`src/rtl/aud_sched_pkg.sv`:
```
// Shared types and constants for the TDM audio scheduler.
// The optional hold-last fill is controlled by the macro AUD_SCHED_HOLD_LAST_EN (see aud_tdm_scheduler).
package aud_sched_pkg;

   localparam int AUD_TID_W  = 3;
   localparam int AUD_DATA_W = 32;

   localparam logic [AUD_DATA_W-1:0] FILL_ZERO = '0;

   typedef enum logic [1:0] {
      IDLE = 2'd0,
      WAIT = 2'd1,
      SEND = 2'd2
   } aud_sched_state_e;

endpackage

```
`src/rtl/aud_ch_mux.sv`:
```
// NUM_CH-way selection of the current channel's data/valid and one-hot ready decode.
module aud_ch_mux
   import aud_sched_pkg::*;
#(
   parameter int NUM_CH = 2
) (
   input  logic [NUM_CH*AUD_DATA_W-1:0] ch_tdata_i,
   input  logic [NUM_CH-1:0]            ch_tvalid_i,
   input  logic [AUD_TID_W-1:0]         cur_ch_i,
   input  logic                         ready_en_i,
   output logic [AUD_DATA_W-1:0]        sel_tdata_o,
   output logic                         sel_tvalid_o,
   output logic [NUM_CH-1:0]            sel_oh_o,
   output logic [NUM_CH-1:0]            ch_tready_o
);

   always_comb begin
      sel_tdata_o  = FILL_ZERO;
      sel_tvalid_o = 1'b0;
      sel_oh_o     = '0;
      for (int c = 0; c < NUM_CH; c++) begin
         if (cur_ch_i == AUD_TID_W'(c)) begin
            sel_tdata_o  = ch_tdata_i[c*AUD_DATA_W +: AUD_DATA_W];
            sel_tvalid_o = ch_tvalid_i[c];
            sel_oh_o[c]  = 1'b1;
         end
      end
      ch_tready_o = ready_en_i ? sel_oh_o : '0;
   end

endmodule

```
`src/rtl/aud_tdm_scheduler.sv`:
```
// Round-robin TDM scheduler: one tagged word per channel per frame, timeout fill on underrun.
// Define AUD_SCHED_HOLD_LAST_EN to fill underruns with the channel's last sample instead of zero.
module aud_tdm_scheduler
   import aud_sched_pkg::*;
#(
   parameter int NUM_CH    = 2,
   parameter int TIMEOUT   = 256,
   parameter int TIMEOUT_W = 9
) (
   input  logic                         s_axis_aud_aclk,
   input  logic                         s_axis_aud_aresetn,
   input  logic                         enable,
   input  logic [NUM_CH-1:0]            ch_mask,
   input  logic                         underrun_clr,
   input  logic [NUM_CH*AUD_DATA_W-1:0] s_ch_tdata,
   input  logic [NUM_CH-1:0]            s_ch_tvalid,
   output logic [NUM_CH-1:0]            s_ch_tready,
   output logic [AUD_DATA_W-1:0]        m_axis_aud_tdata,
   output logic [AUD_TID_W-1:0]         m_axis_aud_tid,
   output logic                         m_axis_aud_tvalid,
   input  logic                         m_axis_aud_tready,
   output logic [NUM_CH-1:0]            underrun_sticky,
   output logic [15:0]                  frame_cnt,
   output logic                         busy,
   output logic                         irq,
   output aud_sched_state_e             dbg_state
);

   // Handshakes: a transfer happens on a rising edge where valid and ready are both high;
   // the master side holds tdata/tid stable while valid is high and ready is low.

   localparam logic [AUD_TID_W-1:0] LAST_CH = AUD_TID_W'(NUM_CH - 1);
   localparam logic [TIMEOUT_W-1:0] TO_LAST = TIMEOUT_W'(TIMEOUT - 1);

   aud_sched_state_e        state_q, state_d;
   logic [AUD_TID_W-1:0]    cur_ch_q, cur_ch_d;
   logic [TIMEOUT_W-1:0]    timer_q, timer_d;
   logic [AUD_DATA_W-1:0]   data_q, data_d;
   logic [NUM_CH-1:0]       sticky_q, sticky_d;
   logic [15:0]             frame_q, frame_d;
   logic                    mask_cur_q, mask_cur_d;

   logic                    ready_en;
   logic [AUD_DATA_W-1:0]   sel_tdata;
   logic                    sel_tvalid;
   logic [NUM_CH-1:0]       sel_oh;
   logic [AUD_DATA_W-1:0]   fill_ur;
   logic                    timeout_hit;
   logic                    wait_enter;
   logic                    mask_next;

   aud_ch_mux #(.NUM_CH(NUM_CH)) u_mux (
      .ch_tdata_i   (s_ch_tdata),
      .ch_tvalid_i  (s_ch_tvalid),
      .cur_ch_i     (cur_ch_q),
      .ready_en_i   (ready_en),
      .sel_tdata_o  (sel_tdata),
      .sel_tvalid_o (sel_tvalid),
      .sel_oh_o     (sel_oh),
      .ch_tready_o  (s_ch_tready)
   );

   assign timeout_hit = (timer_q == TO_LAST);

   always_ff @(posedge s_axis_aud_aclk or negedge s_axis_aud_aresetn) begin
      if (!s_axis_aud_aresetn) begin
         state_q <= IDLE;
      end else begin
         state_q <= state_d;
      end
   end

   always_comb begin
      state_d = state_q;
      unique case (state_q)
         IDLE: if (enable) state_d = WAIT;
         WAIT: if (mask_cur_q || sel_tvalid || timeout_hit) state_d = SEND;
         SEND: if (m_axis_aud_tready) state_d = (cur_ch_q != LAST_CH || enable) ? WAIT : IDLE;
         default: state_d = IDLE;
      endcase
   end

   always_comb begin
      ready_en          = (state_q == WAIT) && !mask_cur_q;
      m_axis_aud_tvalid = (state_q == SEND);
      busy              = (state_q != IDLE);
      dbg_state         = state_q;
   end

   always_comb begin
      cur_ch_d = cur_ch_q;
      timer_d  = timer_q;
      data_d   = data_q;
      frame_d  = frame_q;
      sticky_d = underrun_clr ? '0 : sticky_q;
      unique case (state_q)
         IDLE: begin
            if (enable) begin
               cur_ch_d = '0;
               timer_d  = '0;
            end
         end
         WAIT: begin
            if (mask_cur_q) begin
               data_d = FILL_ZERO;
            end else if (sel_tvalid) begin
               data_d = sel_tdata;
            end else if (timeout_hit) begin
               data_d   = fill_ur;
               sticky_d = sticky_d | sel_oh;  // a new underrun beats a same-cycle clear
            end else begin
               timer_d = timer_q + TIMEOUT_W'(1);
            end
         end
         SEND: begin
            if (m_axis_aud_tready) begin
               timer_d = '0;
               if (cur_ch_q == LAST_CH) begin
                  cur_ch_d = '0;
                  frame_d  = frame_q + 16'd1;
               end else begin
                  cur_ch_d = cur_ch_q + AUD_TID_W'(1);
               end
            end
         end
         default: ;
      endcase
   end

   // The mask bit is latched once per channel visit, as the scheduler enters WAIT.
   assign wait_enter = (state_d == WAIT) && (state_q != WAIT);

   always_comb begin
      mask_next = 1'b0;
      for (int c = 0; c < NUM_CH; c++) begin
         if (cur_ch_d == AUD_TID_W'(c)) mask_next = ch_mask[c];
      end
      mask_cur_d = wait_enter ? mask_next : mask_cur_q;
   end

   always_ff @(posedge s_axis_aud_aclk or negedge s_axis_aud_aresetn) begin
      if (!s_axis_aud_aresetn) begin
         cur_ch_q   <= '0;
         timer_q    <= '0;
         data_q     <= '0;
         sticky_q   <= '0;
         frame_q    <= '0;
         mask_cur_q <= 1'b0;
      end else begin
         cur_ch_q   <= cur_ch_d;
         timer_q    <= timer_d;
         data_q     <= data_d;
         sticky_q   <= sticky_d;
         frame_q    <= frame_d;
         mask_cur_q <= mask_cur_d;
      end
   end

`ifdef AUD_SCHED_HOLD_LAST_EN
   logic [AUD_DATA_W-1:0] last_q [NUM_CH];

   always_ff @(posedge s_axis_aud_aclk or negedge s_axis_aud_aresetn) begin
      if (!s_axis_aud_aresetn) begin
         for (int c = 0; c < NUM_CH; c++) last_q[c] <= '0;
      end else begin
         for (int c = 0; c < NUM_CH; c++) begin
            if (ready_en && sel_tvalid && sel_oh[c]) last_q[c] <= sel_tdata;
         end
      end
   end

   always_comb begin
      fill_ur = FILL_ZERO;
      for (int c = 0; c < NUM_CH; c++) begin
         if (sel_oh[c]) fill_ur = last_q[c];
      end
   end
`else
   assign fill_ur = FILL_ZERO;
`endif

   assign m_axis_aud_tdata = data_q;
   assign m_axis_aud_tid   = cur_ch_q;
   assign underrun_sticky  = sticky_q;
   assign frame_cnt        = frame_q;
   assign irq              = |sticky_q;

endmodule
```
`config.mk`:
```
export PLATFORM = sky130hd
export DESIGN_NAME = aud_tdm_scheduler
export DESIGN_NICKNAME = d
export VERILOG_FILES = /design/src/rtl/aud_sched_pkg.sv /design/src/rtl/aud_ch_mux.sv /design/src/rtl/aud_tdm_scheduler.sv
export SDC_FILE = /design/constraint.sdc
export NUM_CORES = 1
export LEC_CHECK = 0
export CORE_ASPECT_RATIO = 1.4
export CORE_MARGIN = 5
export CORE_UTILIZATION = 45
export CTS_BUF_LIST = sky130_fd_sc_hd__clkbuf_4 sky130_fd_sc_hd__clkbuf_8
export DETAILED_ROUTE_END_ITERATION = 7
export PLACE_DENSITY_LB_ADDON = 0.12
export SYNTH_ARGS = -nofsm -noshare
export SYNTH_HDL_FRONTEND = slang
export SYNTH_SLANG_ARGS = --single-unit
```
`constraint.sdc`:
```
create_clock -name s_axis_aud_aclk -period 2.8 [get_ports s_axis_aud_aclk]
set_clock_uncertainty 0.15 [all_clocks]
set_input_delay 0.28 -clock s_axis_aud_aclk [delete_from_list [all_inputs] [get_ports s_axis_aud_aclk]]
set_output_delay 0.28 -clock s_axis_aud_aclk [all_outputs]
set_load 0.005 [all_outputs]
```
# Yosys cells after proc, flatten, opt, wreduce, memory -nomap -nowiden
# Cells that the tools add are included.
[classes]
n_addsub = 3
n_eq_ne = 13
mux = 32
bitwise_logic = 1
reduce_logical = 16
[op_table]
columns = ["operator", "n"]
rows = [
  ["two-way mux 32 bit", 5],
  ["two-way mux 9 bit", 5],
  ["case mux 9 bit (3 select lines)", 1],
  ["two-way mux 2 bit", 9],
  ["adder 16 x 1 -> 16 bit (second input constant)", 1],
  ["adder 9 x 1 -> 9 bit (second input constant)", 1],
  ["== test 9 x 8 -> 1 bit (second input constant)", 1],
  ["two-way mux 3 bit", 3],
  ["!= test 2 bit (second input constant)", 4],
  ["two-way mux 1 bit", 7],
  ["== test 3 x 1 -> 1 bit (second input constant)", 2],
  ["zero test 3 bit", 2],
  ["case mux 2 bit (3 select lines)", 1],
  ["case mux 3 bit (2 select lines)", 1],
  ["AND reduction 6 bit", 1],
  ["nonzero test 3 bit", 2],
  ["== test 2 x 1 -> 1 bit (second input constant)", 2],
  ["!= test 2 x 1 -> 1 bit (second input constant)", 2],
  ["adder 3 x 1 -> 3 bit (second input constant)", 1],
  ["logical OR 1 bit", 3],
  ["!= test 3 x 1 -> 1 bit (second input constant)", 1],
  ["AND reduction 3 bit", 1],
  ["== test 2 bit (second input constant)", 1],
  ["logical AND 1 bit", 2],
  ["other kinds (6)", 6],
]
[totals]
regBits = 65
in_bits = 73
out_inout_bits = 60
elab_cells = 72

# Depth between registers and ports, before layout
[logic_depth]
word_depth = 9
depth_mapped = 10

# By module
# A second synthesis with hierarchy kept.
[unflattened]
cells_unflattened = 385
hier_area_um2 = 3565.9
[by_module_without_submodules]
columns = ["module", "n_inst", "cells_each", "area_per_inst_um2", "seq_area_each_um2"]
rows = [
  ["aud_tdm_scheduler", 1, 304, 2990.4, 1626.6],
  ["aud_ch_mux", 1, 81, 575.6, 0.0],
]

# Worst setup path before layout
# No wires, ideal clock.
[synth_path]
path_type = "flip-flop to flip-flop"
from = "reg timer_q[0]"
to = "reg timer_q[7]"
setup_ps = 79
t_arrival_ps = 2010
required_time_ps = 2571
setup_slack_ps = 560
stages_incl_launch_ff = 10
path_buffers = 0
period_less_slack_ps = 2240
path_cell_list = "dfrtp_1 -> ha_1 -> and3_1 -> nand3_1 -> nor2_1 -> ha_1 -> nor2_1 -> o21ai_4 -> a2111oi_2 -> mux2i_1"
[synth_via]
elab_chain_cells = 5
word_cells_on_any_way = 8
cone_classes = "1 x add/sub; 2 x eq/ne; 4 x mux; 1 x reduce/logical"
[synth_lines]
columns = ["item", "line_no", "text"]
rows = [
  ["start: declaration", "aud_tdm_scheduler.sv:37", "logic [TIMEOUT_W-1:0] timer_q, timer_d;"],
  ["start signal: assignment", "aud_tdm_scheduler.sv:151", "timer_q <= timer_d;"],
  ["adder 9 x 1 -> 9 bit", "aud_tdm_scheduler.sv:112", "timer_d = timer_q + TIMEOUT_W'(1);"],
  ["two-way mux 9 bit", "aud_tdm_scheduler.sv:108", "end else if (timeout_hit) begin"],
  ["two-way mux 9 bit", "aud_tdm_scheduler.sv:106", "end else if (sel_tvalid) begin"],
  ["two-way mux 9 bit", "aud_tdm_scheduler.sv:104", "if (mask_cur_q) begin"],
  ["case mux 9 bit (3 select lines)", "aud_tdm_scheduler.sv:96", "unique case (state_q)"],
]
# Several ways; a longest one is shown, not always the timed one. The select of a mux whose other input is x is not followed.
# A chain may end at the register's enable or synchronous reset.

# Final worst setup path
[layout_path]
from = "reg state_q[0] (netlist: dbg_state[0])"
to = "out s_ch_tready[0]"
[layout_via]
elab_chain_cells = 3
[layout_lines]
columns = ["item", "line_no", "text"]
rows = [
  ["start: declaration", "aud_tdm_scheduler.sv:35", "aud_sched_state_e state_q, state_d;"],
  ["start signal: assignment", "aud_tdm_scheduler.sv:69", "state_q <= state_d;"],
  ["== test 2 x 1 -> 1 bit", "aud_tdm_scheduler.sv:84", "ready_en = (state_q == WAIT) && !mask_cur_q;"],
  ["logical AND 1 bit", "aud_tdm_scheduler.sv:84", ""],
  ["two-way mux 2 bit", "aud_ch_mux.sv:28", "ch_tready_o = ready_en_i ? sel_oh_o : '0;"],
  ["end: declaration", "aud_tdm_scheduler.sv:17", "output logic [NUM_CH-1:0] s_ch_tready,"],
]
# No other way between the ends.

==> flow_summary.json <==
{
  "cts_tree": "yes",
  "gr-total-overflow": 0,
  "finalSetupViolCount": 0,
  "drive_gt1_frac": 0.0842,
  "cts_resized": 0,
  "yosys_warnings": 0,
  "rsz0062_at_grt": "false",
  "setup_tns_ns": 0,
  "ys_ff_latch": 65,
  "cts_setup_buffers": 0,
  "grt_max_degree": 34,
  "routed_wl_um": 9540,
  "die_y_um": 112,
  "grt_pass1_vias": 3201,
  "grtUsageTotal": 0.212,
  "p_per_area_nw_per_um2": 701,
  "core_sq_um": 7310,
  "synth_cell_types": 50,
  "crit_arrival_ns": 2.12,
  "synthArstFlopShare": 1.00,
  "dieArea_sq_um": 9310,
  "rr_startpoint": "timer_q[0]$_DFFE_PN0P_",
  "detailroute.via_count": 3152,
  "critPathMaxStageDelay_ns": 0.64,
  "cap_violations": 0,
  "antenna_found_initial": 0,
  "period_needed_ns": 2.55,
  "wl_per_cell_um": 17.0,
  "holdCritPathClass": "in2async",
  "crit_family": "buffers and inverters",
  "status": "finished clean",
  "avgSynthCellArea_sq_um": 10.2,
  "viasPerCell": 5.63,
  "critPathCaptureType": "output pin",
  "drc": 0,
  "fmax_mhz": 392,
  "dpl_worst_slack_ns": 0.389,
  "root_buffer": "clkbuf_8",
  "start_util": 0.459,
  "antenna_left": 0,
  "num-nets-final": 535,
  "syn_nets": 406,
  "insertion_delay_ns": 0.35,
  "seq_area_frac_synth": 0.485,
  "path_buf_inv": 2,
  "critical-path-slowest-cell": "dfrtp_1",
  "stdcell_area_sq_um": 4930,
  "p_total_mw": 3.46,
  "cts_max_level": 3,
  "synthesis.area_sq_um": 3360,
  "final_cells": 560,
  "startpoint_type": "flip-flop",
  "min_period_over_period": 0.910,
  "crit_cells": 4,
  "antennaDiodeCount": 0,
  "slew_violations": 0,
  "clock_path_buffers": 2,
  "clk_pin_slew_worst_paths_ns": 0.07,
  "num_io_pins": 133,
  "drtPass1Iterations": 4,
  "numCtsBuffers": 9,
  "fin_hold_ws_ns": 0.269,
  "crit_fanout": 17,
  "rr_worst_depth": 10,
  "path_cells": "nand2b_1, buf_4, nor4_1, clkdlybuf4s50_1",
  "std_cell_rows": 37,
  "post-place-cells": 544,
  "area_delta_synth_final_pct": 47.0,
  "place.port_buffers": 132,
  "hpwl_um": 6950,
  "holdBufCountCts": 1,
  "gp_congestion": 0.912,
  "path_class": "reg2out",
  "synth_edf_count": 0,
  "fp.dieW_um": 83.0,
  "final_util": 0.674,
  "tightest_slew_ns": 0.540,
  "grt_pass1_wl_um": 16200,
  "clock_sinks": 65,
  "finalHoldViolCount": 0,
  "drtIter0Drc": 224,
  "cp.required_ns": 2.37,
  "place_area_sq_um": 4740,
  "r2r_end": "timer_q[2]$_DFFE_PN0P_",
  "ir_worst_vdd_mv": 0.369,
  "slew_headroom": 0.640,
  "worst-r2r-setup-slack_ns": 0.39,
  "synth_flop_cell": "dfrtp_1",
  "static-leakage-power_nw": 2.02,
  "setup_slack_ns": 0.252,
  "netlist_instances": 330
}
-- kinds of logic after synthesis --
kind of cell	Yosys count	synth area share
buf+inv	33	0.0500
mux	7	0.0216
simple gates	74	0.120
fa+ha+maj	3	0.0112
flops	65	0.485
compound gates	133	0.273
xor+xnor	15	0.0392
-- power breakdown --
| part | total, mW | switching, mW | internal (mW) |
|---|---|---|---|
| combinational | 1.45 | 0.759 | 0.694 |
| sequential | 1.25 | 0.143 | 1.11 |
| clock | 0.756 | 0.358 | 0.398 |
| total | 3.46 | 1.26 | 2.20 |
-- registers in the layout (all words and copies together), names as in the netlist --
register          flops
m_axis_aud_tid        3
timer_q               9
frame_cnt            16
m_axis_aud_tdata     32
mask_cur_q            1
underrun_sticky       2
dbg_state             2
-- synthesized netlist by cell type, types with 3 or more instances --
cell	number	share of area
dfrtp_1	65	0.48
o21ai_0	41	0.061
a22oi_1	33	0.074
o31ai_1	32	0.072
nand2_1	19	0.021
clkbuf_1	13	0.015
xnor2_1	12	0.031
nand3_1	10	0.015
buf_2	8	0.012
nor2_1	8	0.0089
a21oi_1	7	0.010
inv_1	7	0.0078
nand2b_1	7	0.013
mux2i_1	5	0.015
and2_1	4	0.0075
buf_6	4	0.013
nand4_1	4	0.0075
nor3_1	4	0.0060
and3_1	3	0.0056
ha_1	3	0.011
xor2_1	3	0.0078
-- worst reg2reg max path, stage by stage, from the launching register on --
cell and delay [ns]:
dfrtp_1 0.40, ha_1 0.22, and3_1 0.19, nand3_1 0.10
nor2_1 0.06, ha_1 0.19, nor2_1 0.21, o21a_1 0.19
buf_4 0.25, o221ai_1 0.18, mux2i_1 0.15
-- how the worst max path moves through the flow --
stage                                       from                     end
after CTS                 dbg_state[0]$_DFF_PN0_          s_ch_tready[0]
after detailed placement  timer_q[0]$_DFFE_PN0P_  timer_q[7]$_DFFE_PN0P_
final                     dbg_state[0]$_DFF_PN0_          s_ch_tready[0]
after global placement    timer_q[0]$_DFFE_PN0P_  timer_q[7]$_DFFE_PN0P_
after global routing      dbg_state[0]$_DFF_PN0_          s_ch_tready[0]
after floorplan           timer_q[0]$_DFFE_PN0P_  timer_q[7]$_DFFE_PN0P_
-- final cells by class --
| type | count | area (sq um) |
|---|---|---|
| fill | 627 | 2380 |
| sequential | 65 | 1630 |
| multi-input combinational | 232 | 1560 |
| timing repair buffer | 144 | 1410 |
| clock buffer | 13 | 173 |
| tap | 97 | 121 |
| inverter | 7 | 26.3 |
| clock inverter | 2 | 12.5 |
-- cells in the final DEF (no fill, tap or decap), types with 5 or more instances in the layout --
cell type / synthesis / final
clkdlybuf4s50_1: 0 / 131
a21oi_1: 7 / 7
buf_4: 1 / 11
nand2b_1: 7 / 7
clkbuf_8: 0 / 12
a22oi_1: 33 / 33
mux2i_1: 5 / 5
dfrtp_1: 65 / 65
inv_1: 7 / 7
o21ai_0: 41 / 41
nand2_1: 19 / 19
xnor2_1: 12 / 12
nor2_1: 8 / 7
o31ai_1: 32 / 32
nand3_1: 10 / 10
-- routing by layer --
layer / up-vias / part of all wire / GRT usage
met3: 16 / 0.068 / 0.0492
met2: 111 / 0.50 / 0.358
li1: 1498 / - / -
met5: - / 0 / 0
met1: 1527 / 0.41 / 0.256
met4: 0 / 0.021 / 0.0971
No activity file was read; power rests on OpenSTA's default activity.
